[src/rtl/sar_adc_pkg.sv]
// Shared types and default parameters for the SAR ADC controller.
// Pure definitions: no logic, no latency, no flow control.
package sar_adc_pkg;

  typedef enum logic [1:0] {
    ST_IDLE,
    ST_WAIT_BLANK,
    ST_SAMPLE,
    ST_CONVERT
  } sar_state_t;

  localparam int DEF_DATA_W        = 8;
  localparam int DEF_SAMPLE_CYCLES = 4;
  localparam int DEF_SETTLE_CYCLES = 2;
  localparam int DEF_BLANK_CYCLES  = 8;

endpackage

[src/rtl/sar_phase_counter.sv]
// Loadable down-counter that times the track phase and each per-bit DAC settle.
// tc is high while the count is 0; load N-1 for an N-cycle phase. No backpressure.
module sar_phase_counter #(
  parameter int W = 3
) (
  input  logic         clk,
  input  logic         rst,
  input  logic         load,
  input  logic [W-1:0] load_val,
  output logic         tc
);

  logic [W-1:0] cnt;

  always_ff @(posedge clk) begin
    if (rst) begin
      cnt <= '0;
    end else if (load) begin
      cnt <= load_val;
    end else if (cnt != '0) begin
      cnt <= cnt - 1'b1;
    end
  end

  assign tc = (cnt == '0);

endmodule

[src/rtl/sar_adc_ctrl.sv]
// SAR ADC sequencer with LED-switch blanking; result 1+SAMPLE+DATA_W*SETTLE cycles after start.
// start while busy is dropped with a one-cycle overrun pulse; nothing is queued.
module sar_adc_ctrl
  import sar_adc_pkg::*;
#(
  parameter int DATA_W        = DEF_DATA_W,
  parameter int SAMPLE_CYCLES = DEF_SAMPLE_CYCLES,
  parameter int SETTLE_CYCLES = DEF_SETTLE_CYCLES,
  parameter int BLANK_CYCLES  = DEF_BLANK_CYCLES
) (
  input  logic              clk,
  input  logic              rst,
  input  logic              start,
  input  logic              led_sel,
  input  logic              comp_in,
  output logic              sample_hold,
  output logic [DATA_W-1:0] dac_code,
  output logic [DATA_W-1:0] V_ADC,
  output logic              adc_valid,
  output logic              busy,
  output logic              overrun
);

  localparam int IDX_W  = $clog2(DATA_W);
  localparam int BLK_W  = $clog2(BLANK_CYCLES + 1);
  localparam int PH_MAX = (SAMPLE_CYCLES > SETTLE_CYCLES) ? SAMPLE_CYCLES : SETTLE_CYCLES;
  localparam int PH_W   = $clog2(PH_MAX + 1);

  localparam logic [PH_W-1:0]   SAMPLE_LD = PH_W'(SAMPLE_CYCLES - 1);
  localparam logic [PH_W-1:0]   SETTLE_LD = PH_W'(SETTLE_CYCLES - 1);
  localparam logic [BLK_W-1:0]  BLANK_LD  = BLK_W'(BLANK_CYCLES);
  localparam logic [IDX_W-1:0]  MSB_IDX   = IDX_W'(DATA_W - 1);
  localparam logic [DATA_W-1:0] MSB_BIT   = {1'b1, {(DATA_W-1){1'b0}}};

  sar_state_t        state;
  logic              led_prev;
  logic              led_edge;
  logic [BLK_W-1:0]  blank_cnt;
  logic [BLK_W-1:0]  blank_next;
  logic              idle_go;
  logic [IDX_W-1:0]  bit_idx;
  logic [DATA_W-1:0] result;
  logic [DATA_W-1:0] bit_kept;
  logic [DATA_W-1:0] next_trial;
  logic              ph_load;
  logic [PH_W-1:0]   ph_val;
  logic              ph_tc;

  assign led_edge   = (led_sel != led_prev);
  assign blank_next = led_edge ? BLANK_LD : ((blank_cnt != '0) ? blank_cnt - 1'b1 : '0);
  assign idle_go    = (blank_cnt == '0) && !led_edge;

  // result holds the decided upper bits with the trial bit clear, so a
  // rejected bit simply falls back to result.
  assign bit_kept   = comp_in ? dac_code : result;
  assign next_trial = bit_kept | (DATA_W'(1) << (bit_idx - 1'b1));

  always_comb begin
    ph_load = 1'b0;
    ph_val  = SAMPLE_LD;
    case (state)
      ST_IDLE:       ph_load = start && idle_go;
      ST_WAIT_BLANK: ph_load = (blank_next == '0);
      ST_SAMPLE, ST_CONVERT: begin
        if (!led_edge && ph_tc) begin
          ph_load = 1'b1;
          ph_val  = SETTLE_LD;
        end
      end
      default: ph_load = 1'b0;
    endcase
  end

  sar_phase_counter #(
    .W(PH_W)
  ) u_phase (
    .clk      (clk),
    .rst      (rst),
    .load     (ph_load),
    .load_val (ph_val),
    .tc       (ph_tc)
  );

  always_ff @(posedge clk) begin
    if (rst) begin
      state       <= ST_IDLE;
      led_prev    <= led_sel;
      blank_cnt   <= BLANK_LD;
      bit_idx     <= '0;
      result      <= '0;
      sample_hold <= 1'b0;
      dac_code    <= '0;
      V_ADC       <= '0;
      adc_valid   <= 1'b0;
      busy        <= 1'b0;
      overrun     <= 1'b0;
    end else begin
      led_prev  <= led_sel;
      blank_cnt <= blank_next;
      adc_valid <= 1'b0;
      overrun   <= start && busy;

      case (state)
        ST_IDLE: begin
          if (start) begin
            busy <= 1'b1;
            if (idle_go) begin
              state       <= ST_SAMPLE;
              sample_hold <= 1'b1;
            end else begin
              state <= ST_WAIT_BLANK;
            end
          end
        end

        ST_WAIT_BLANK: begin
          if (blank_next == '0) begin
            state       <= ST_SAMPLE;
            sample_hold <= 1'b1;
          end
        end

        ST_SAMPLE, ST_CONVERT: begin
          if (led_edge) begin
            // LED transient: drop the partial result and resample after blanking
            state       <= ST_WAIT_BLANK;
            sample_hold <= 1'b0;
            dac_code    <= '0;
            result      <= '0;
          end else if (ph_tc) begin
            if (state == ST_SAMPLE) begin
              state       <= ST_CONVERT;
              sample_hold <= 1'b0;
              bit_idx     <= MSB_IDX;
              result      <= '0;
              dac_code    <= MSB_BIT;
            end else if (bit_idx == '0) begin
              state     <= ST_IDLE;
              V_ADC     <= bit_kept;
              adc_valid <= 1'b1;
              dac_code  <= '0;
              result    <= '0;
              busy      <= 1'b0;
            end else begin
              result   <= bit_kept;
              bit_idx  <= bit_idx - 1'b1;
              dac_code <= next_trial;
            end
          end
        end

        default: begin
          state       <= ST_IDLE;
          sample_hold <= 1'b0;
          dac_code    <= '0;
          busy        <= 1'b0;
        end
      endcase
    end
  end

endmodule

[config.mk]
export PLATFORM = sky130hd
export DESIGN_NAME = sar_adc_ctrl
export DESIGN_NICKNAME = d
export VERILOG_FILES = /design/src/rtl/sar_adc_pkg.sv /design/src/rtl/sar_phase_counter.sv /design/src/rtl/sar_adc_ctrl.sv
export SDC_FILE = /design/constraint.sdc
export NUM_CORES = 1
export LEC_CHECK = 0
export CAP_MARGIN = 20
export CORE_MARGIN = 2
export CORE_UTILIZATION = 40
export DETAILED_ROUTE_END_ITERATION = 7
export PLACE_DENSITY_LB_ADDON = 0.3
export SYNTH_ARGS = -nofsm -noshare
export SYNTH_HDL_FRONTEND = slang
export SYNTH_SLANG_ARGS = --single-unit
[constraint.sdc]
create_clock -name clk -period 1.9 [get_ports clk]
set_input_delay 0.285 -clock clk [delete_from_list [all_inputs] [get_ports clk]]
set_output_delay 0.285 -clock clk [all_outputs]
set_load 0.005 [all_outputs]
* Word-level counts from Yosys, hierarchy flattened
Cells that the tools add are included.
** Storage, ports and cells
- Bits in registers :: 41
- Input port bits :: 5
- Output and inout bits :: 20
- Word-level logic and storage cells :: 100
** Operators by class
- Add/sub/neg operators :: 3
- Equal/unequal tests :: 15
- Shifts and indexed selects :: 1
- Muxes and demuxes :: 41
- Bitwise logic cells :: 5
- Reduce and logical (&&, ||, !) cells :: 23
** Operators with widths (count)
- 8-bit two-way mux :: 9
- 2-bit two-way mux :: 9
- 2-bit != test (second input constant) :: 8
- 1-bit two-way mux :: 13
- 3-bit two-way mux :: 4
- 5-bit AND reduction :: 2
- 4-bit logical NOT :: 2
- 4-bit two-way mux :: 2
- 8-bit bitwise OR :: 1
- 4-bit AND reduction :: 2
- 1-bit by 3-bit << shifter with 8-bit output (first input constant) :: 1
- 3-bit logical NOT :: 2
- 3-bit != test (second input constant) :: 2
- 1-bit one-hot mux with 3 select lines :: 2
- 2-bit one-hot mux with 3 select lines :: 1
- 6-bit AND reduction :: 1
- 2-bit nonzero test :: 3
- 3-bit by 1-bit subtractor with 3-bit output (second input constant) :: 2
- 5-bit OR reduction :: 1
- 2-bit == test (second input constant) :: 2
- 1-bit logical AND :: 4
- 4-bit != test (second input constant) :: 1
- 1-bit NOT :: 4
- 4-bit nonzero test :: 1
- 9 further kinds :: 9

* Logic depth before layout (Yosys ltp)
Gate-level depths: netlist of the first run.
- Depth after elaboration :: 7
- Mapped depth :: 8
- Mapped depth without buffers :: 6

* Cells and area by module
Synthesis of the first run repeated with hierarchy kept, for this count alone.
** Second synthesis, totals
- Cells, all modules :: 206
- Area total of the unflattened synthesis :: 1949.4 µm²
** Modules (own cells, without submodules)
- sar_adc_ctrl :: times used 1, cells an instance 184, area an instance 1742.9 µm², seq. area each 760.7 µm²
- sar_phase_counter :: times used 1, cells an instance 22, area an instance 206.4 µm², seq. area each 60.1 µm²

* Worst setup path after synthesis of the first run
OpenSTA, ideal clock, no wires.
- Path kind :: register to register
- Start :: register bit_idx[0]
- End :: register result[0]
- Setup time :: 0.092 ns
- Data arrival time :: 1.570 ns
- Required time :: 1.808 ns
- Path slack :: 0.238 ns
- Cell stages (with the launch flop) :: 8
- Buffers on the path :: 1
- Period minus slack after synthesis :: 1.662 ns
- Cell sequence :: dfxtp_1 > inv_1 > ha_1 > nor2b_1 > and2b_1 > buf_2 > nand3_1 > o32ai_1
** Between the ends
- Cells in the longest elaborated chain, start to end :: 5
** RTL lines
- start, declared :: RTL line sar_adc_ctrl.sv:41 : logic [IDX_W-1:0] bit_idx;
- start signal, assigned :: RTL line sar_adc_ctrl.sv:146 : bit_idx <= bit_idx - 1'b1;
- 3-bit logical NOT :: RTL line sar_adc_ctrl.sv:137 : end else if (bit_idx == '0) begin
- 8-bit two-way mux :: RTL line sar_adc_ctrl.sv:137
- 8-bit two-way mux :: RTL line sar_adc_ctrl.sv:131 : if (state == ST_SAMPLE) begin
- 8-bit two-way mux :: RTL line sar_adc_ctrl.sv:130 : end else if (ph_tc) begin
- 8-bit two-way mux :: RTL line sar_adc_ctrl.sv:124 : if (led_edge) begin
- end signal, assigned :: RTL line sar_adc_ctrl.sv:145 : result <= bit_kept;
- end, declared :: RTL line sar_adc_ctrl.sv:42 : logic [DATA_W-1:0] result;
No other way between the ends. The select of a mux whose other input is x is not followed.
A chain may end at the register's enable or synchronous reset.

* Final worst setup path of the first run
- Start :: register u_phase.cnt[0]
- End :: register result[1]
** Between the ends
- Cells in the longest elaborated chain, start to end :: 3
** RTL lines
- start, declared :: RTL line sar_phase_counter.sv:13 : logic [W-1:0] cnt;
- start signal, assigned :: RTL line sar_phase_counter.sv:19 : cnt <= load_val;
- start signal, assigned :: RTL line sar_phase_counter.sv:21 : cnt <= cnt - 1'b1;
- 3-bit logical NOT :: RTL line sar_phase_counter.sv:25 : assign tc = (cnt == '0);
- 2-bit nonzero test (no line)
- 2-bit AND reduction (no line)
No other way between the ends.

==> results of run 1 <==
-- power groups by stage --
stage,logic [uW],registers (uW),clock network (uW)
final,599,961,576
after global routing,666,970,628
after CTS,602,960,590
after detailed placement,598,980,0
after global placement,588,979,0
after floorplan,429,971,0
-- cell usage in the layout, fill, tap and decap left out, types with 2 or more instances in the layout --
cell              n
dfxtp_1          41
buf_4            26
nor2_1           24
clkdlybuf4s50_1  24
inv_1            23
nand2_1          15
mux2i_1           9
a211oi_2          9
o32ai_1           9
ha_1              9
o21ai_0           8
a21oi_1           7
a32oi_1           7
clkbuf_8          6
nor2b_1           3
nor3_1            3
nand2b_1          3
nand3_1           3
a21bo_1           3
o211ai_1          3
buf_12            3
and2b_1           2
a311oi_1          2
o21ai_1           2
and2_1            2
-- how the worst max path moves through the flow --
stage,startpoint,end,slack [ns],cells past startpoint
2_1_floorplan,bit_idx[0],result[0],0.24,7
4_1_cts,u_phase.cnt[0],result[1],0.14,6
6_report,u_phase.cnt[0],result[1],0.13,6
3_5_place_dp,led_sel,result[1],-0.06,7
5_1_grt,u_phase.cnt[0],result[3],0.004,7
3_3_place_gp,led_sel,result[4],0.05,7
-- flip-flops by register name (all words and copies together), names as in the netlist --
| signal | count |
|---|---|
| blank_cnt | 4 |
| bit_idx | 3 |
| busy | 1 |
| led_prev | 1 |
| sample_hold | 1 |
| result | 8 |
| V_ADC | 8 |
| state | 2 |
| u_phase.cnt | 3 |
| overrun | 1 |
| dac_code | 8 |
| adc_valid | 1 |
-- kinds of logic (layout without fill, tap and decap cells) --
| kind of cell | count (synthesis) | count (layout) | synth area share [%] |
|---|---|---|---|
| adders and majority gates | 9 | 9 | 5.43 |
| AOI/OAI and AO/OA | 61 | 61 | 25.1 |
| muxes | 9 | 9 | 4.34 |
| DFF | 41 | 41 | 39.5 |
| buffers and inverters | 37 | 84 | 8.14 |
| and+or+nand+nor | 65 | 65 | 15.8 |
| xor gates and xnor gates | 3 | 3 | 1.63 |
-- cell type report --
class,instances,area [um^2]
Fill cell,482,2380
Multi-Input combinational cell,147,1090
Sequential cell,41,821
Timing Repair Buffer,53,495
Inverter,24,90.1
Tap cell,70,87.6
Clock buffer,7,86.3
-- routing by layer --
metal | share of wire [%] | routed length (um) | vias up | track usage (%)
met5 | 0 | 0 | - | 0
li1 | - | - | 894 | -
met3 | 2.9 | 135 | 6 | 4.03
met4 | 1.4 | 65 | 0 | 5.64
met2 | 51 | 2380 | 29 | 29.3
met1 | 45 | 2110 | 837 | 19.7
-- through the flow --
| step | total power (uW) | setup slack, ns | hold WS (ns) |
|---|---|---|---|
| 2_1_floorplan | 1400 | 0.238 | 0.313 |
| 3_3_place_gp | 1570 | 0.0546 | 0.437 |
| 3_5_place_dp | 1580 | -0.0604 | 0.448 |
| 4_1_cts | 2150 | 0.135 | 0.461 |
| 5_1_grt | 2260 | 0.00353 | 0.489 |
| 6_report | 2140 | 0.132 | 0.458 |
==> metrics.md, run 1 <==
| Metric | Value |
|---|---|
| Syn Std Cell Area | `2080 um^2` |
| Layout cells sized above 1 | `18.8%` |
| Share of total power in the clock network | `27.0%` |
| GR Overflow Total | `0` |
| Power density over the cells | `801 nW/um^2` |
| Port buffer count | `24` |
| R2R Path Start | `u_phase.cnt[0]` |
| Antenna violation net count after detailed routing | `0` |
| Top post-synthesis cells by area | `dfxtp_1 40%, a211oi_2 5.4%, ha_1 5.4%, mux2i_1 4.3%, nor2_1 4.3%` |
| CP Cell Sequence | `inv_1 > ha_1 > and2b_1 > o21ai_4 > a31oi_4 > o32ai_1` |
| H-tree Lvls | `2` |
| Clock transition at path regs | `0.07 ns` |
| Final hold vios | `0` |
| P_sw | `672 uW` |
| Number of distinct library cells after synthesis | `51` |
| CP startpoint kind | `flip-flop` |
| Post-CTS setup buffers | `0` |
| Comb pwr share | `28.1%` |
| Tcrit/Tclk final | `93.0%` |
| CP arrival | `1.95 ns` |
| First-pass GRT wire length | `7770 um` |
| Gpl congestion | `0.822` |
| Via/cell ratio | `5.16` |
| # setup viols final | `0` |
| Routed len/inst | `13.7 um` |
| Placed wire-length estimate after detailed placement | `3380 um` |
| Net Sw Frac | `31.4%` |
| Hold Crit Start | `blank_cnt[0]` |
| Crit. End Element | `flip-flop` |
| Resized Gates After CTS | `0` |
| Post-Layout Cell Count | `342` |
| Maximum VDD drop | `0.000486 V` |
| CTS tree | `done` |
| Min-Delay Path Depth | `1` |
| Leading area contributor after synthesis | `dfxtp_1` |
| CP bufs+invs | `1` |
| Chip Height | `76.0 um` |
| Initial antenna violation count | `0` |
| Relative slew margins | `64.9%` |
| CTS buffer count | `5` |
| Clk Latency, worst-skew pair | `0.29 ns` |
| Via Count | `1766` |
| Die area | `5780 um^2` |
| GRT Total Usage | `16.6%` |
| R2r setup slk | `0.13 ns` |
| Worst reg2reg path depth | `6` |
| Max cap viols | `0` |
| Top cells by count, synth | `41 x dfxtp_1, 24 x nor2_1, 23 x inv_1` |
| Actual slew at the worst max-slew pin | `0.526 ns` |
| Crit path max fanout | `10` |
| Post-synth EDFFs | `0` |
| Hold crit path type | `flip-flop to flip-flop` |
| Top FF cell, synth | `dfxtp_1` |
| Max frequency | `566 MHz` |
| Layout Utilization | `52.9%` |
| Initial Util | `41.2%` |
| Clk_skew | `0.00432 ns` |
| Clock sinks | `41` |
| Count leader, synth | `dfxtp_1` |
| Min-Delay Endpoint | `blank_cnt[0]` |
| Vias in the first global route | `1659` |
| CP Class | `flip-flop to flip-flop` |
| RSZ-0062 raised after global routing | `false` |
| Rows | `26` |
| Core ar. | `5040 um^2` |
| Largest net degree at the start of global routing | `34` |
| Cts hold-fix bufs | `0` |
| Syn Area/Cell | `9.23 um^2` |
| CP required | `2.09 ns` |
| Ports | `25` |
| Die width | `76.0 um` |
| Status | `finished clean` |
| Routed wire length | `4690 um` |
| Flop pwr share | `45.0%` |
| Clock Tree Root | `clkbuf_8` |
| Fin nets | `286` |
| Synth top area share | `39.5%` |
| TritonRoute pass-1 iters | `4` |
| Int Pwr | `1460 uW` |
| Pleak | `0.00102 uW` |
| # diodes | `0` |
| Post-synth ARST share | `0%` |
| CP max-delay cell | `o21ai_4` |
| Syn_nets | `239` |
| Placed insts | `335` |
| Fin area | `2670 um^2` |
| Clock buffer depth | `2` |
| 1st-iter DRT viols | `65` |
| Cells after synthesis | `225` |
| Post-DP Area | `2580 um^2` |
| CP delay by family, top | `compound AO/OA/AOI/OAI gates` |
| CP peak stage delay | `0.38 ns` |
| Seq cells post-synth | `41` |
| Crit path time final | `1.77 ns` |
| Ys Warns | `0` |
| Final Max Tran Viols | `0` |
| Area growth from synthesis to layout | `28.5%` |
| Setup_tns | `0 ns` |
| DRC errors left | `0` |
| Seq/Total Area, Yosys | `39.5%` |
| Critical register-to-register path endpoint | `result[1]` |
(Power assumes the default switching activity.)
==> run 2, diff against run 1 <==
Settings changed: CTS_CLUSTER_SIZE from default to 30, DONT_BUFFER_PORTS from default to 1.
==> run 2 against run 1 <==
Sequential share of layout area up 4.8 points; die area unchanged; combinational power down 7.0%; power up 5.2%; clock skew up 0.0073 ns; register-to-register slack better by 0.04 ns; final area down 13%; fmax up 2.3%; non-clock buffer count down 39; largest cell class unchanged; global-route usage down 0.65 points; first-iteration DRC count up 9.2%.
==> metrics.md, run 2 (synthesized netlist as in run 1, its figures left out) <==
| Metric | Value |
|---|---|
| Via/cell ratio | `5.26 (was 5.16)` |
| GRT Total Usage | `15.9% (was 16.6%)` |
| First-pass GRT wire length | `7430 um (was 7770 um)` |
| Crit path max fanout | `10 (unchanged)` |
| P_sw | `658 uW (was 672 uW)` |
| CP delay by family, top | `compound AO/OA/AOI/OAI gates (unchanged)` |
| Antenna violation net count after detailed routing | `0 (unchanged)` |
| Die area | `5780 um^2 (unchanged)` |
| Area growth from synthesis to layout | `11.3% (was 28.5%)` |
| Clk_skew | `0.0116 ns (was 0.00432 ns)` |
| CP max-delay cell | `o21ai_4 (unchanged)` |
| FF/Latch Area | `821 um^2 (unchanged)` |
| Final Max Tran Viols | `0 (unchanged)` |
| Clock sinks | `41 (unchanged)` |
| Final hold vios | `0 (unchanged)` |
| Power density over the cells | `973 nW/um^2 (was 801 nW/um^2)` |
| Flop pwr share | `42.7% (was 45.0%)` |
| Area of the multi-input gates | `1090 um^2 (about the same)` |
| Routed wire length | `4390 um (was 4690 um)` |
| # diodes | `0 (unchanged)` |
| Largest registers | `V_ADC (8), dac_code (8), result (8) (unchanged)` |
| CP Cell Sequence | `inv_1 > ha_1 > and2b_1 > buf_4 > o21ai_4 > a31oi_4 > o32ai_1 (was inv_1 > ha_1 > and2b_1 > o21ai_4 > a31oi_4 > o32ai_1)` |
| Vias in the first global route | `1523 (was 1659)` |
| Post-CTS setup buffers | `0 (unchanged)` |
| Setup_tns | `0 ns (unchanged)` |
| CP required | `2.11 ns (was 2.09 ns)` |
| Clock Tree Root | `clkbuf_8 (unchanged)` |
| Die width | `76.0 um (unchanged)` |
| CTS buffer count | `5 (unchanged)` |
| CP arrival | `1.94 ns (was 1.95 ns)` |
| RSZ-0062 raised after global routing | `false (unchanged)` |
| Comb pwr share | `24.8% (was 28.1%)` |
| Core ar. | `5040 um^2 (unchanged)` |
| Share of total power in the clock network | `32.5% (was 27.0%)` |
| Fin area | `2310 um^2 (was 2670 um^2)` |
| Hold crit path type | `input port to flip-flop (was flip-flop to flip-flop)` |
| CP peak stage delay | `0.33 ns (was 0.38 ns)` |
| Via Count | `1600 (was 1766)` |
| Crit path time final | `1.73 ns (was 1.77 ns)` |
| Net Sw Frac | `29.3% (was 31.4%)` |
| Clk Latency, worst-skew pair | `0.30 ns (was 0.29 ns)` |
| GR Overflow Total | `0 (unchanged)` |
| Largest net degree at the start of global routing | `35 (was 34)` |
| 1st-iter DRT viols | `71 (was 65)` |
| Fillers | `499 (was 482)` |
| Int Pwr | `1590 uW (was 1460 uW)` |
| # setup viols final | `0 (unchanged)` |
| TritonRoute pass-1 iters | `4 (unchanged)` |
| Pleak | `0.000872 uW (was 0.00102 uW)` |
| Post-Layout Cell Count | `304 (was 342)` |
| Clock buffer depth | `2 (unchanged)` |
| Maximum VDD drop | `0.000513 V (was 0.000486 V)` |
| Layout cells sized above 1 | `15.8% (was 18.8%)` |
| Routed len/inst | `14.5 um (was 13.7 um)` |
| Actual slew at the worst max-slew pin | `0.544 ns (was 0.526 ns)` |
| Initial Util | `41.2% (unchanged)` |
| Fin nets | `247 (was 286)` |
| Commonest non-fill, non-tap cell in the layout | `dfxtp_1 (unchanged)` |
| Relative slew margins | `63.7% (was 64.9%)` |
| CP startpoint kind | `flip-flop (unchanged)` |
| Chip Height | `76.0 um (unchanged)` |
| Max frequency | `578 MHz (was 566 MHz)` |
| Most frequent cells in the layout | `41 x dfxtp_1, 24 x nor2_1, 23 x inv_1, 15 x nand2_1, 13 x buf_4 (was 41 x dfxtp_1, 26 x buf_4, 24 x nor2_1, 24 x clkdlybuf4s50_1, 23 x inv_1)` |
| Placed wire-length estimate after detailed placement | `3070 um (was 3380 um)` |
| CTS tree | `done (unchanged)` |
| Status | `finished clean (unchanged)` |
| Initial antenna violation count | `0 (unchanged)` |
| Ports | `25 (unchanged)` |
| Clock transition at path regs | `0.08 ns (was 0.07 ns)` |
| DRC errors left | `0 (unchanged)` |
| Tcrit/Tclk final | `91.0% (was 93.0%)` |
| Post-DP Area | `2180 um^2 (was 2580 um^2)` |
| Max cap viols | `0 (unchanged)` |
| Crit. End Element | `flip-flop (unchanged)` |
| Placed insts | `295 (was 335)` |
| H-tree Lvls | `2 (unchanged)` |
| Gpl congestion | `0.788 (was 0.822)` |
| CP bufs+invs | `2 (was 1)` |
| Port buffer count | `0 (was 24)` |
| Rows | `26 (unchanged)` |
| CP Class | `flip-flop to flip-flop (unchanged)` |
==> run 2: cell types whose count changed in the layout (fill, tap and decap cells not counted), sizes merged <==
cell,previous run,this run
buf,29,13
bufinv,0,1
dlygate4sd3,0,1
clkdlybuf4s50,24,0
==> run 2: path summary, 6_finish.rpt <==
path                          to  slack, ns            from  depth (start not counted)
setup reg to reg       result[1]       0.17  u_phase.cnt[0]                          7
setup / recovery       result[1]       0.17  u_phase.cnt[0]                          7
hold reg to reg     blank_cnt[0]       0.46    blank_cnt[0]                          1
hold / removal    u_phase.cnt[2]       0.05             rst                          1
==> run 2: final cells by class <==
type | count | area share [%]
inverter | 24 | 3.90
tap | 70 | 3.79
clock inverter | 1 | 1.30
multi-input combinational | 147 | 47.1
timing repair buffer | 14 | 4.66
sequential | 41 | 35.5
clock buffer | 7 | 3.74
==> run 2: power groups by stage <==
stage	logic, uW	clock network [uW]	registers (uW)
global placement	544	0	980
detailed placement	556	0	981
global route	632	778	969
CTS	560	752	961
finish	557	731	960
floorplan	429	0	971
==> run 2: worst reg2reg max path, cell delays in order, from the launching register on <==
cell and delay [ns]:
dfxtp_1 0.31, inv_1 0.07, ha_1 0.23, and2b_1 0.17
buf_4 0.15, o21ai_4 0.33, a31oi_4 0.12, o32ai_1 0.26
==> run 2: metrics by stage <==
| stage | utilization, % | setup WS (ns) | power, uW | hold slack [ns] |
|---|---|---|---|---|
| final | 45.8 | 0.171 | 2250 | 0.0453 |
| after global routing | 45.8 | 0.0300 | 2380 | 0.0225 |
| after CTS | 45.8 | 0.169 | 2270 | 0.0314 |
| after detailed placement | 43.3 | 0.0218 | 1540 | 0.313 |
| after global placement | 43.3 | 0.125 | 1520 | 0.313 |
| after floorplan | - | 0.238 | 1400 | 0.313 |
==> run 2: repair_timing <==
item                                   in CTS  in global routing
setup endpoints to repair                   1                  0
hold buffers                                1                  0
gates resized for setup                     1                  0
endpoints found under the hold margin       1                  0
==> run 2: per-layer routing <==
| metal | GRT usage, % | vias up | routed length (um) |
|---|---|---|---|
| met5 | 0 | - | 0 |
| met4 | 4.36 | 0 | 21 |
| met2 | 26.2 | 31 | 2160 |
| met1 | 19.4 | 755 | 1990 |
| li1 | - | 812 | - |
| met3 | 6.40 | 2 | 221 |
==> run 3, diff against run 2 <==
Settings changed: CORE_UTILIZATION 40 to 50, MAX_ROUTING_LAYER from default to met4.
==> run 3 against run 2 <==
Power down 0.65%; clock skew down 0.0024 ns; sequential power about the same; clock-buffer cell count unchanged; clock power down 1%; wire length down 3.8%; critical path type unchanged; largest cell class unchanged.
==> metrics.md, run 3 (synthesized netlist as in run 1, its figures left out) <==
| Metric | Value |
|---|---|
| CP max-delay cell | `dfxtp_1 (was o21ai_4)` |
| Initial Util | `51.9% (was 41.2%)` |
| Initial antenna violation count | `0 (unchanged)` |
| Setup_tns | `0 ns (unchanged)` |
| Clock Tree Root | `clkbuf_8 (unchanged)` |
| Via Count | `1582 (was 1600)` |
| Hold crit path type | `input port to flip-flop (unchanged)` |
| Ports | `25 (unchanged)` |
| CP arrival | `1.96 ns (was 1.94 ns)` |
| First-pass GRT wire length | `7270 um (was 7430 um)` |
| Pwr Total | `2230 uW (was 2250 uW)` |
| Commonest non-fill, non-tap cell in the layout | `dfxtp_1 (unchanged)` |
| RSZ-0062 raised after global routing | `false (unchanged)` |
| Final hold vios | `0 (unchanged)` |
| Power density over the cells | `982 nW/um^2 (was 973 nW/um^2)` |
| FF/Latch Area | `821 um^2 (unchanged)` |
| GR Overflow Total | `0 (unchanged)` |
| Fillers | `375 (was 499)` |
| Largest registers | `V_ADC (8), dac_code (8), result (8) (unchanged)` |
| Clk Latency, worst-skew pair | `0.30 ns (about the same)` |
| CP peak stage delay | `0.35 ns (was 0.33 ns)` |
| Core ar. | `4000 um^2 (was 5040 um^2)` |
| Clock transition at path regs | `0.08 ns (about the same)` |
| GRT Total Usage | `21.8% (was 15.9%)` |
| Crit path max fanout | `8 (was 10)` |
| Area of the multi-input gates | `1100 um^2 (was 1090 um^2)` |
| Crit. End Element | `flip-flop (unchanged)` |
| Routed wire length | `4230 um (was 4390 um)` |
| CTS tree | `done (unchanged)` |
| Maximum VDD drop | `0.000523 V (was 0.000513 V)` |
| Rows | `23 (was 26)` |
| Via/cell ratio | `5.63 (was 5.26)` |
| Vias in the first global route | `1652 (was 1523)` |
| R2R Path Start | `bit_idx[1] (was u_phase.cnt[0])` |
| Chip Height | `68.4 um (was 76.0 um)` |
| # setup viols final | `0 (unchanged)` |
| Max frequency | `579 MHz (was 578 MHz)` |
| Die area | `4680 um^2 (was 5780 um^2)` |
| CP Cell Sequence | `inv_1 > ha_1 > nor2b_1 > and2b_1 > buf_4 > and2_1 > a211oi_2 (was inv_1 > ha_1 > and2b_1 > buf_4 > o21ai_4 > a31oi_4 > o32ai_1)` |
| TritonRoute pass-1 iters | `4 (unchanged)` |
| Launch point of the worst path | `bit_idx[1] (was u_phase.cnt[0])` |
| DRC errors left | `0 (unchanged)` |
| Largest net degree at the start of global routing | `35 (unchanged)` |
| Clk_skew | `0.00924 ns (was 0.0116 ns)` |
| Routed len/inst | `15.0 um (was 14.5 um)` |
| Actual slew at the worst max-slew pin | `0.532 ns (was 0.544 ns)` |
| Tcrit/Tclk final | `91.0% (about the same)` |
| CTS buffer count | `5 (unchanged)` |
| Layout cells sized above 1 | `15.6% (was 15.8%)` |
| Port buffer count | `0 (unchanged)` |
| CP startpoint kind | `flip-flop (unchanged)` |
| Die width | `68.4 um (was 76.0 um)` |
| Pleak | `0.000859 uW (was 0.000872 uW)` |
| H-tree Lvls | `2 (unchanged)` |
| CP Class | `flip-flop to flip-flop (unchanged)` |
| Fin nets | `244 (was 247)` |
| Most frequent cells in the layout | `41 x dfxtp_1, 24 x nor2_1, 23 x inv_1, 15 x nand2_1, 10 x buf_4 (was 41 x dfxtp_1, 24 x nor2_1, 23 x inv_1, 15 x nand2_1, 13 x buf_4)` |
| Hold Crit Start | `rst (unchanged)` |
| Area growth from synthesis to layout | `9.58% (was 11.3%)` |
| CP required | `2.13 ns (was 2.11 ns)` |
| Clock buffer depth | `2 (unchanged)` |
| # diodes | `0 (unchanged)` |
| Crit path time final | `1.73 ns (about the same)` |
| 1st-iter DRT viols | `106 (was 71)` |
| Clock sinks | `41 (unchanged)` |
| Gpl congestion | `0.816 (was 0.788)` |
| Final Max Tran Viols | `0 (unchanged)` |
| Relative slew margins | `64.5% (was 63.7%)` |
| Antenna violation net count after detailed routing | `0 (unchanged)` |
| Status | `finished clean (unchanged)` |
| Placed wire-length estimate after detailed placement | `3020 um (was 3070 um)` |
| Max cap viols | `0 (unchanged)` |
==> run 3: power by group <==
| part | internal, uW | switching (uW) | total (uW) |
|---|---|---|---|
| logic | 235 | 313 | 548 |
| clock network | 428 | 296 | 724 |
| registers | 922 | 39.9 | 961 |
| total | 1580 | 649 | 2230 |
==> run 3: path summary, 6_finish.rpt <==
check	end	slack, ns	cells past startpoint
setup / recovery	bit_idx[0]	0.17	7
hold / removal	dac_code[3]	0.04	1
setup reg to reg	bit_idx[0]	0.17	7
hold reg to reg	blank_cnt[0]	0.47	1
==> run 3: repair_timing <==
| item | in CTS | in global routing |
|---|---|---|
| setup buffers | 0 | 0 |
| resized for setup | 1 | 2 |
| endpoints found under the setup margin | 4 | 6 |
| hold endpoints to repair | 0 | 1 |
| hold buffers | 0 | 1 |
==> run 3: critical path, delay by kind of cell, from the launching register on <==
| kind | cells | cell delay [ns] |
|---|---|---|
| flip-flops | 1 | 0.35 |
| adder cells (fa/ha/maj) | 1 | 0.19 |
| AND/OR/NAND/NOR | 3 | 0.62 |
| AO/OA/AOI/OAI | 1 | 0.20 |
| buffers and inverters | 2 | 0.30 |
==> run 3: layout make-up <==
type | count | share of cell area [%]
clock buffers | 7 | 3.80
clock inverters | 1 | 1.32
inverters | 24 | 3.96
multi-input cells | 147 | 48.3
flip-flops and latches | 41 | 36.1
well taps | 50 | 2.75
repair buffers | 11 | 3.74
==> run 3: through the flow <==
stage / hold WS, ns / util (%) / cell area, um^2 / instances / setup slack [ns]
5_1_grt: 0.0256 / 56.9 / 2270 / 281 / 0.000786
6_report: 0.0404 / 56.9 / 2270 / 281 / 0.172
3_5_place_dp: 0.313 / 53.4 / 2130 / 272 / 0.0209
3_3_place_gp: 0.313 / 53.4 / 2130 / 272 / 0.0994
2_1_floorplan: 0.313 / - / 2080 / 225 / 0.238
4_1_cts: 0.00000694 / 56.3 / 2250 / 280 / 0.109
==> run 3: per-layer routing <==
| metal | wire length, um | track usage [%] | vias up | share of wire (%) |
|---|---|---|---|---|
| met5 | 0 | - | - | 0 |
| met4 | 82 | 10.0 | 0 | 1.9 |
| met3 | 220 | 6.09 | 8 | 5.2 |
| met2 | 2100 | 38.0 | 31 | 50 |
| met1 | 1830 | 22.6 | 732 | 43 |
| li1 | - | - | 811 | - |
